File: src/rtl/vga_pkg.sv
// Shared constants for the VGA pattern source: pattern codes, default 640x480
// timing and moving-bar geometry.
package vga_pkg;

   localparam int COUNT_WIDTH = 10;

   localparam logic [3:0] PAT_BLACK       = 4'd0;
   localparam logic [3:0] PAT_RED         = 4'd1;
   localparam logic [3:0] PAT_GREEN       = 4'd2;
   localparam logic [3:0] PAT_BLUE        = 4'd3;
   localparam logic [3:0] PAT_CHECKER     = 4'd4;
   localparam logic [3:0] PAT_COLOUR_BARS = 4'd5;
   localparam logic [3:0] PAT_BORDER      = 4'd6;
   localparam logic [3:0] PAT_MOVING_BAR  = 4'd7;

   localparam int VIDEO_WIDTH_DEF = 3;
   localparam int TOTAL_COLS_DEF  = 800;
   localparam int TOTAL_ROWS_DEF  = 525;
   localparam int ACTIVE_COLS_DEF = 640;
   localparam int ACTIVE_ROWS_DEF = 480;

   localparam int BAR_WIDTH = 16;
   localparam int BAR_STEP  = 4;

   typedef enum logic {
      ST_IDLE = 1'b0,
      ST_RUN  = 1'b1
   } sync_state_t;

   // The bar may run past the right edge; the caller's active-region gate clips it.
   function automatic logic in_bar(input logic [COUNT_WIDTH-1:0] col,
                                   input logic [COUNT_WIDTH-1:0] bar_pos);
      logic [COUNT_WIDTH:0] bar_end;
      bar_end = {1'b0, bar_pos} + (COUNT_WIDTH+1)'(BAR_WIDTH);
      return (col >= bar_pos) && ({1'b0, col} < bar_end);
   endfunction

endpackage

File: src/rtl/vga_sync_counter.sv
// Free-running column/row counters with raw active-high syncs and a frame-start
// pulse, all registered from the next count so they line up with the counts.
//
// state   | meaning
// --------+------------------------------------------------------------
// ST_IDLE | just out of reset; hold (0,0) for one edge and raise syncs
// ST_RUN  | counting columns every cycle, rows on column wrap
module vga_sync_counter
   import vga_pkg::*;
#(
   parameter int TOTAL_COLS  = TOTAL_COLS_DEF,
   parameter int TOTAL_ROWS  = TOTAL_ROWS_DEF,
   parameter int ACTIVE_COLS = ACTIVE_COLS_DEF,
   parameter int ACTIVE_ROWS = ACTIVE_ROWS_DEF
) (
   input  logic                   i_Clk,
   input  logic                   i_Rst,
   output logic                   o_HSync,
   output logic                   o_VSync,
   output logic                   o_Frame_Start,
   output logic [COUNT_WIDTH-1:0] o_Col_Count,
   output logic [COUNT_WIDTH-1:0] o_Row_Count
);

   localparam logic [COUNT_WIDTH-1:0] LAST_COL = COUNT_WIDTH'(TOTAL_COLS - 1);
   localparam logic [COUNT_WIDTH-1:0] LAST_ROW = COUNT_WIDTH'(TOTAL_ROWS - 1);
   localparam logic [COUNT_WIDTH-1:0] ACT_COLS = COUNT_WIDTH'(ACTIVE_COLS);
   localparam logic [COUNT_WIDTH-1:0] ACT_ROWS = COUNT_WIDTH'(ACTIVE_ROWS);

   sync_state_t            state_q;
   sync_state_t            state_d;
   logic [COUNT_WIDTH-1:0] col_d;
   logic [COUNT_WIDTH-1:0] row_d;

   always_ff @(posedge i_Clk) begin
      if (i_Rst) begin
         state_q       <= ST_IDLE;
         o_Col_Count   <= '0;
         o_Row_Count   <= '0;
         o_HSync       <= 1'b0;
         o_VSync       <= 1'b0;
         o_Frame_Start <= 1'b0;
      end else begin
         state_q       <= state_d;
         o_Col_Count   <= col_d;
         o_Row_Count   <= row_d;
         o_HSync       <= (col_d < ACT_COLS);
         o_VSync       <= (row_d < ACT_ROWS);
         o_Frame_Start <= (col_d == '0) && (row_d == '0);
      end
   end

   always_comb begin
      state_d = state_q;
      col_d   = o_Col_Count;
      row_d   = o_Row_Count;
      case (state_q)
         ST_IDLE: begin
            state_d = ST_RUN;
            col_d   = '0;
            row_d   = '0;
         end
         ST_RUN: begin
            if (o_Col_Count == LAST_COL) begin
               col_d = '0;
               row_d = (o_Row_Count == LAST_ROW) ? '0 : o_Row_Count + 1'b1;
            end else begin
               col_d = o_Col_Count + 1'b1;
            end
         end
         default: state_d = ST_IDLE;
      endcase
   end

endmodule

File: src/rtl/vga_pattern_source.sv
// Timing and test-pattern video source feeding the sync-porch stage: counters
// and syncs from vga_sync_counter, frame-synchronous pattern switching, 1-cycle video.
module vga_pattern_source
   import vga_pkg::*;
#(
   parameter int VIDEO_WIDTH = VIDEO_WIDTH_DEF,
   parameter int TOTAL_COLS  = TOTAL_COLS_DEF,
   parameter int TOTAL_ROWS  = TOTAL_ROWS_DEF,
   parameter int ACTIVE_COLS = ACTIVE_COLS_DEF,
   parameter int ACTIVE_ROWS = ACTIVE_ROWS_DEF
) (
   input  logic                   i_Clk,
   input  logic                   i_Rst,
   input  logic [3:0]             i_Pattern_Sel,
   input  logic                   i_Pattern_Load,
   output logic                   o_HSync,
   output logic                   o_VSync,
   output logic [COUNT_WIDTH-1:0] o_Col_Count,
   output logic [COUNT_WIDTH-1:0] o_Row_Count,
   output logic                   o_Frame_Start,
   output logic [VIDEO_WIDTH-1:0] o_Red_Video,
   output logic [VIDEO_WIDTH-1:0] o_Grn_Video,
   output logic [VIDEO_WIDTH-1:0] o_Blu_Video
);

   localparam logic [COUNT_WIDTH-1:0] ACT_COLS    = COUNT_WIDTH'(ACTIVE_COLS);
   localparam logic [COUNT_WIDTH-1:0] ACT_ROWS    = COUNT_WIDTH'(ACTIVE_ROWS);
   localparam logic [COUNT_WIDTH-1:0] ACT_COLS_M1 = COUNT_WIDTH'(ACTIVE_COLS - 1);
   localparam logic [COUNT_WIDTH-1:0] ACT_ROWS_M1 = COUNT_WIDTH'(ACTIVE_ROWS - 1);
   localparam logic [COUNT_WIDTH-1:0] SEG_LAST    = COUNT_WIDTH'(ACTIVE_COLS / 8 - 1);

   logic [3:0]             pending_q;
   logic [3:0]             pending_d;
   logic [3:0]             active_q;
   logic [3:0]             pat_eff;
   logic [COUNT_WIDTH-1:0] bar_q;
   logic [COUNT_WIDTH-1:0] bar_eff;
   logic [COUNT_WIDTH:0]   bar_sum;
   logic [COUNT_WIDTH-1:0] seg_q;
   logic [COUNT_WIDTH-1:0] seg_eff;
   logic [COUNT_WIDTH-1:0] seg_d;
   logic [2:0]             idx_q;
   logic [2:0]             idx_eff;
   logic [2:0]             idx_d;
   logic                   in_active;
   logic                   px_r;
   logic                   px_g;
   logic                   px_b;
   logic                   white;

   vga_sync_counter #(
      .TOTAL_COLS  (TOTAL_COLS),
      .TOTAL_ROWS  (TOTAL_ROWS),
      .ACTIVE_COLS (ACTIVE_COLS),
      .ACTIVE_ROWS (ACTIVE_ROWS)
   ) u_sync_counter (
      .i_Clk         (i_Clk),
      .i_Rst         (i_Rst),
      .o_HSync       (o_HSync),
      .o_VSync       (o_VSync),
      .o_Frame_Start (o_Frame_Start),
      .o_Col_Count   (o_Col_Count),
      .o_Row_Count   (o_Row_Count)
   );

   // On the frame-start cycle the pending pattern and new bar position are
   // already in effect, so pixel (0,0) is drawn with the new frame's settings.
   always_comb begin
      pending_d = pending_q;
      if (i_Pattern_Load) begin
         pending_d = i_Pattern_Sel;
      end

      pat_eff = active_q;
      bar_eff = bar_q;
      bar_sum = {1'b0, bar_q} + (COUNT_WIDTH+1)'(BAR_STEP);
      if (o_Frame_Start) begin
         pat_eff = pending_q;
         if ((pending_q == PAT_MOVING_BAR) && (active_q != PAT_MOVING_BAR)) begin
            bar_eff = '0;
         end else if (bar_sum >= (COUNT_WIDTH+1)'(ACTIVE_COLS)) begin
            bar_eff = '0;
         end else begin
            bar_eff = bar_sum[COUNT_WIDTH-1:0];
         end
      end
   end

   // Colour-bar segment tracker; forced back to bar 0 whenever col is 0.
   always_comb begin
      seg_eff = (o_Col_Count == '0) ? '0 : seg_q;
      idx_eff = (o_Col_Count == '0) ? '0 : idx_q;
      if (seg_eff == SEG_LAST) begin
         seg_d = '0;
         idx_d = idx_eff + 1'b1;
      end else begin
         seg_d = seg_eff + 1'b1;
         idx_d = idx_eff;
      end
   end

   always_comb begin
      px_r      = 1'b0;
      px_g      = 1'b0;
      px_b      = 1'b0;
      white     = 1'b0;
      in_active = (o_Col_Count < ACT_COLS) && (o_Row_Count < ACT_ROWS);
      case (pat_eff)
         PAT_RED:         px_r = 1'b1;
         PAT_GREEN:       px_g = 1'b1;
         PAT_BLUE:        px_b = 1'b1;
         PAT_CHECKER:     white = o_Col_Count[5] ^ o_Row_Count[5];
         PAT_COLOUR_BARS: {px_r, px_g, px_b} = ~idx_eff;
         PAT_BORDER:      white = (o_Row_Count == '0) || (o_Row_Count == ACT_ROWS_M1) ||
                                  (o_Col_Count == '0) || (o_Col_Count == ACT_COLS_M1);
         PAT_MOVING_BAR:  white = in_bar(o_Col_Count, bar_eff);
         default:         white = 1'b0;
      endcase
      if (white) begin
         px_r = 1'b1;
         px_g = 1'b1;
         px_b = 1'b1;
      end
      if (!in_active) begin
         px_r = 1'b0;
         px_g = 1'b0;
         px_b = 1'b0;
      end
   end

   always_ff @(posedge i_Clk) begin
      if (i_Rst) begin
         pending_q   <= PAT_BLACK;
         active_q    <= PAT_BLACK;
         bar_q       <= '0;
         seg_q       <= '0;
         idx_q       <= '0;
         o_Red_Video <= '0;
         o_Grn_Video <= '0;
         o_Blu_Video <= '0;
      end else begin
         pending_q   <= pending_d;
         active_q    <= pat_eff;
         bar_q       <= bar_eff;
         seg_q       <= seg_d;
         idx_q       <= idx_d;
         o_Red_Video <= px_r ? '1 : '0;
         o_Grn_Video <= px_g ? '1 : '0;
         o_Blu_Video <= px_b ? '1 : '0;
      end
   end

endmodule

File: config.mk
export PLATFORM = sky130hd
export DESIGN_NAME = vga_pattern_source
export DESIGN_NICKNAME = d
export VERILOG_FILES = /design/src/rtl/vga_pkg.sv /design/src/rtl/vga_sync_counter.sv /design/src/rtl/vga_pattern_source.sv
export SDC_FILE = /design/constraint.sdc
export NUM_CORES = 1
export LEC_CHECK = 0
export ABC_AREA = 1
export CAP_MARGIN = 20
export CORE_MARGIN = 4
export CORE_UTILIZATION = 45
export DETAILED_ROUTE_END_ITERATION = 12
export GPL_ROUTABILITY_DRIVEN = 1
export PLACE_DENSITY = 0.65
export SLEW_MARGIN = 30
export SYNTH_ARGS = -nofsm -noshare
export SYNTH_HDL_FRONTEND = slang
export SYNTH_HIERARCHICAL = 1
export SYNTH_SLANG_ARGS = --single-unit
export TNS_END_PERCENT = 100
File: constraint.sdc
create_clock -name i_Clk -period 8.4 [get_ports i_Clk]
set_input_delay 1.68 -clock i_Clk [delete_from_list [all_inputs] [get_ports i_Clk]]
set_output_delay 1.68 -clock i_Clk [all_outputs]
set_load 0.02 [all_outputs]
==> results.md <==
- Share of the yosys chip area belonging to registers: 30.1%
- Number of global-route vias before repair: 3394
- Arr. time, crit path: 1.87 ns
- Share of the clock period used by the worst path after layout: 42.3%
- Fin. Hold Viols: 0
- Metal3 WL: 512 um
- Highest metal used: met4
- Cell-by-cell trace of the critical path: clkdlybuf4s50_1
- Cell type with the highest aggregate area in the netlist: sky130_fd_sc_hd__dfxtp_1
- FF+latch count, synth: 58
- Ratio of cells with drive above 1 in the final layout: 10.1%
- TritonCTS clock tree: built
- Gate Count Post-Synth: 572
- DRT Pass-1 Iters: 4
- Portion of synthesized cell area occupied by the leading cell type: 30.1%
- Count of antenna-violating nets left after detailed routing: 0
- Final Slew Violations: 0
- Standard-cell rows: 33
- Leak pwr: 1.96 nW
- Unrepaired setup endpoints after global routing: no
- Peak supply drop: 0.0809 mV
- Port-buffer cells: 38
- Crit path max-delay family: flip-flops
- Antenna diode instance count: 0
- Overall overflow remaining after global route: 0
- Count of unresolved DRC violations after routing: 0
- Wire length of the first global-routing pass: 15600 um
- PD cells: 137 nW/um2
- Buf+Inv Stages, Crit Path: 1
- Wl on met1: 4250 um
- Vias per cell: 5.07
- Critical Path Fanout Max: 14
- Count of nets after finishing: 641
- Worst setup skew after layout: 0.00696 ns
- Leading post-synthesis cells by cell area: sky130_fd_sc_hd__dfxtp_1 30%, sky130_fd_sc_hd__nand2_1 11%, sky130_fd_sc_hd__nor2_1 10%
- Worst slack at placement: 5.17 ns
- Highest achievable clock rate: 281 MHz
- Setup violations, final: 0
- Stage delay of the slowest cell on the critical path: 0.80 ns
- Count of hold-fix buffers inserted at cts: 0
- Standard cell with the maximum stage delay on the critical path: sky130_fd_sc_hd__dfxtp_1
- Routed met2 length: 4270 um
- Worst hold path type: reg2reg
- P&R area growth vs syn: 16.6%
- CTS root buf: sky130_fd_sc_hd__clkbuf_8
- Number of clock sinks: 58
- Placer Congestion: 0.889
- Quantity of gates resized following cts: 0
- Worst relative slew slack: 49.7%
- Area of the core: 8260 um2
- Fin cells: 720
- Number of buffers added by the clock tree synthesis step: 9
- Total routing resource utilization after global routing: 19.1%
- Result of the run: complete, no violations
- Width of the chip: 101 um
- Total vias in the final route: 3647
- Worst-path clk slew: 0.06 ns
- Overall routed net length: 9220 um
- Top-count cell post-synth: sky130_fd_sc_hd__nand2_1
- Commonest cells in the synthesized netlist: 117 x sky130_fd_sc_hd__nand2_1, 104 x sky130_fd_sc_hd__nor2_1, 71 x sky130_fd_sc_hd__inv_1, 58 x sky130_fd_sc_hd__dfxtp_1, 37 x sky130_fd_sc_hd__nand3_1
- Buffer count from post-CTS setup fixing: 0
- Summed instance area of the synthesized netlist: 3850 um2
- Crit path time final: 3.55 ns
- Die Span Y: 101 um
- Library cells used by synthesis: 45
- Largest buffer count on any clock path: 2
- Worst Tran Pin Value: 0.753 ns
- Count of flip-flops with a built-in enable after synthesis: 0
- Total of warnings raised by yosys: 6
- Routed WL per cell: 12.8 um
- IO Count: 39
- Capturing element type of the critical path: primary output
- Die area: 10100 um2
- Antenna violations before repair: 0
- Syn Area/Cell: 6.74 um2
- Setup tns final: 0 ns
- Largest net degree at the start of global routing: 40
- Fill cells: 822
- Fraction of registers with async set or reset after synthesis: 0%
- Estimated wirelength of the detail-placed design: 6930 um
- Count of routing violations after the opening detailed-route iteration: 123
- Number of nets produced by synthesis: 603
- Critical Setup Path Class: reg2out
- Starting utilization of the core area: 46.7%
- Placed cell count: 704
- Most common flop cell mapped by yosys: sky130_fd_sc_hd__dfxtp_1
- Data required time of the critical path: 6.72 ns
- Min setup slack post-route: 4.85 ns
- Crit path launch type: flop
- Clock latency on the worst-skew pair: 0.33 ns
- Max-cap violation count: 0
- Number of H-tree levels: 3
flip-flops by register name, summed over array words and instances, names as in the netlist, 3 cells and up:
| name | count |
|---|---|
| u_sync_counter/o_Row_Count | 10 |
| seg_q | 10 |
| u_sync_counter/o_Col_Count | 10 |
| idx_q | 3 |
| bar_q | 10 |
| active_q | 4 |
| pending_q | 4 |
area by class of cell:
class,count,area [um2],area share [%]
multi-input combinational,423,2320,51.6
sequential,58,1160,25.8
timing repair buffer,39,388,8.63
tap,105,131,2.92
clock inverter,2,35.0,0.780
inverter,79,299,6.65
clock buffer,14,163,3.62
logic make-up (layout without fill, tap and decap cells):
logic type      after synthesis  count (layout)  synth area share, %
flops                        58              58                 30.1
compound gates               56              56                 8.60
xor+xnor                     10              10                 2.27
buf+inv                      91             134                 9.74
simple gates                332             332                 41.1
fa+ha+maj                    24              24                 7.79
mux                           1               1                0.357
layout by cell type (no fill, tap or decap), drive strengths merged, types with 4 or more instances in the layout:
cell and n:
a21oi 19, clkbuf 14, clkdlybuf4s50 38, dfxtp 58, ha 24, inv 79
nand2 130, nand3 44, nand4 12, nor2 117, nor3 17, nor4 4
o21ai 21, or2 4, xor2 8
worst register-to-register path: cells and delay by family (launching register included):
family                     cells  cell delay, ns
xor gates and xnor gates       1            0.18
DFF                            1            0.41
adders and majority gates      3            0.75
AOI/OAI and AO/OA              4            0.58
buffers and inverters          2            0.16
and+or+nand+nor               13            1.09
final timing paths:
| check | slack, ns | from | to | depth (start not counted) |
|---|---|---|---|---|
| worst max-delay path | 4.85 | u_sync_counter/o_Frame_Start | o_Frame_Start | 1 |
| worst min-delay path | 0.44 | seg_q[5] | seg_q[5] | 1 |
| worst max register to register | 5.15 | bar_q[3] | o_Grn_Video[1] | 23 |
| worst min register to register | 0.44 | seg_q[5] | seg_q[5] | 1 |
power breakdown:
part | internal (mW) | switching [mW] | leakage [nW] | total [mW]
Clock | 0.153 | 0.102 | 0.101 | 0.256
Combinational | 0.0258 | 0.0409 | 1.38 | 0.0668
Sequential | 0.282 | 0.00915 | 0.472 | 0.291
per-stage QoR:
step                area (um2)  util [%]  power, mW  hold WS [ns]
floorplan                 3850         -      0.344         0.413
global placement          4300      52.0      0.364         0.429
detailed placement        4300      52.0      0.364         0.435
CTS                       4490      54.4      0.621         0.447
global route              4490      54.4      0.642         0.457
finish                    4490      54.4      0.614         0.444
layer usage:
layer,GRT usage (%),vias to the layer above
li1,-,1915
met1,24.0,1611
met2,31.7,102
met3,4.01,19
met4,7.77,0
met5,0,-
No activity file was read; power rests on OpenSTA's default activity.
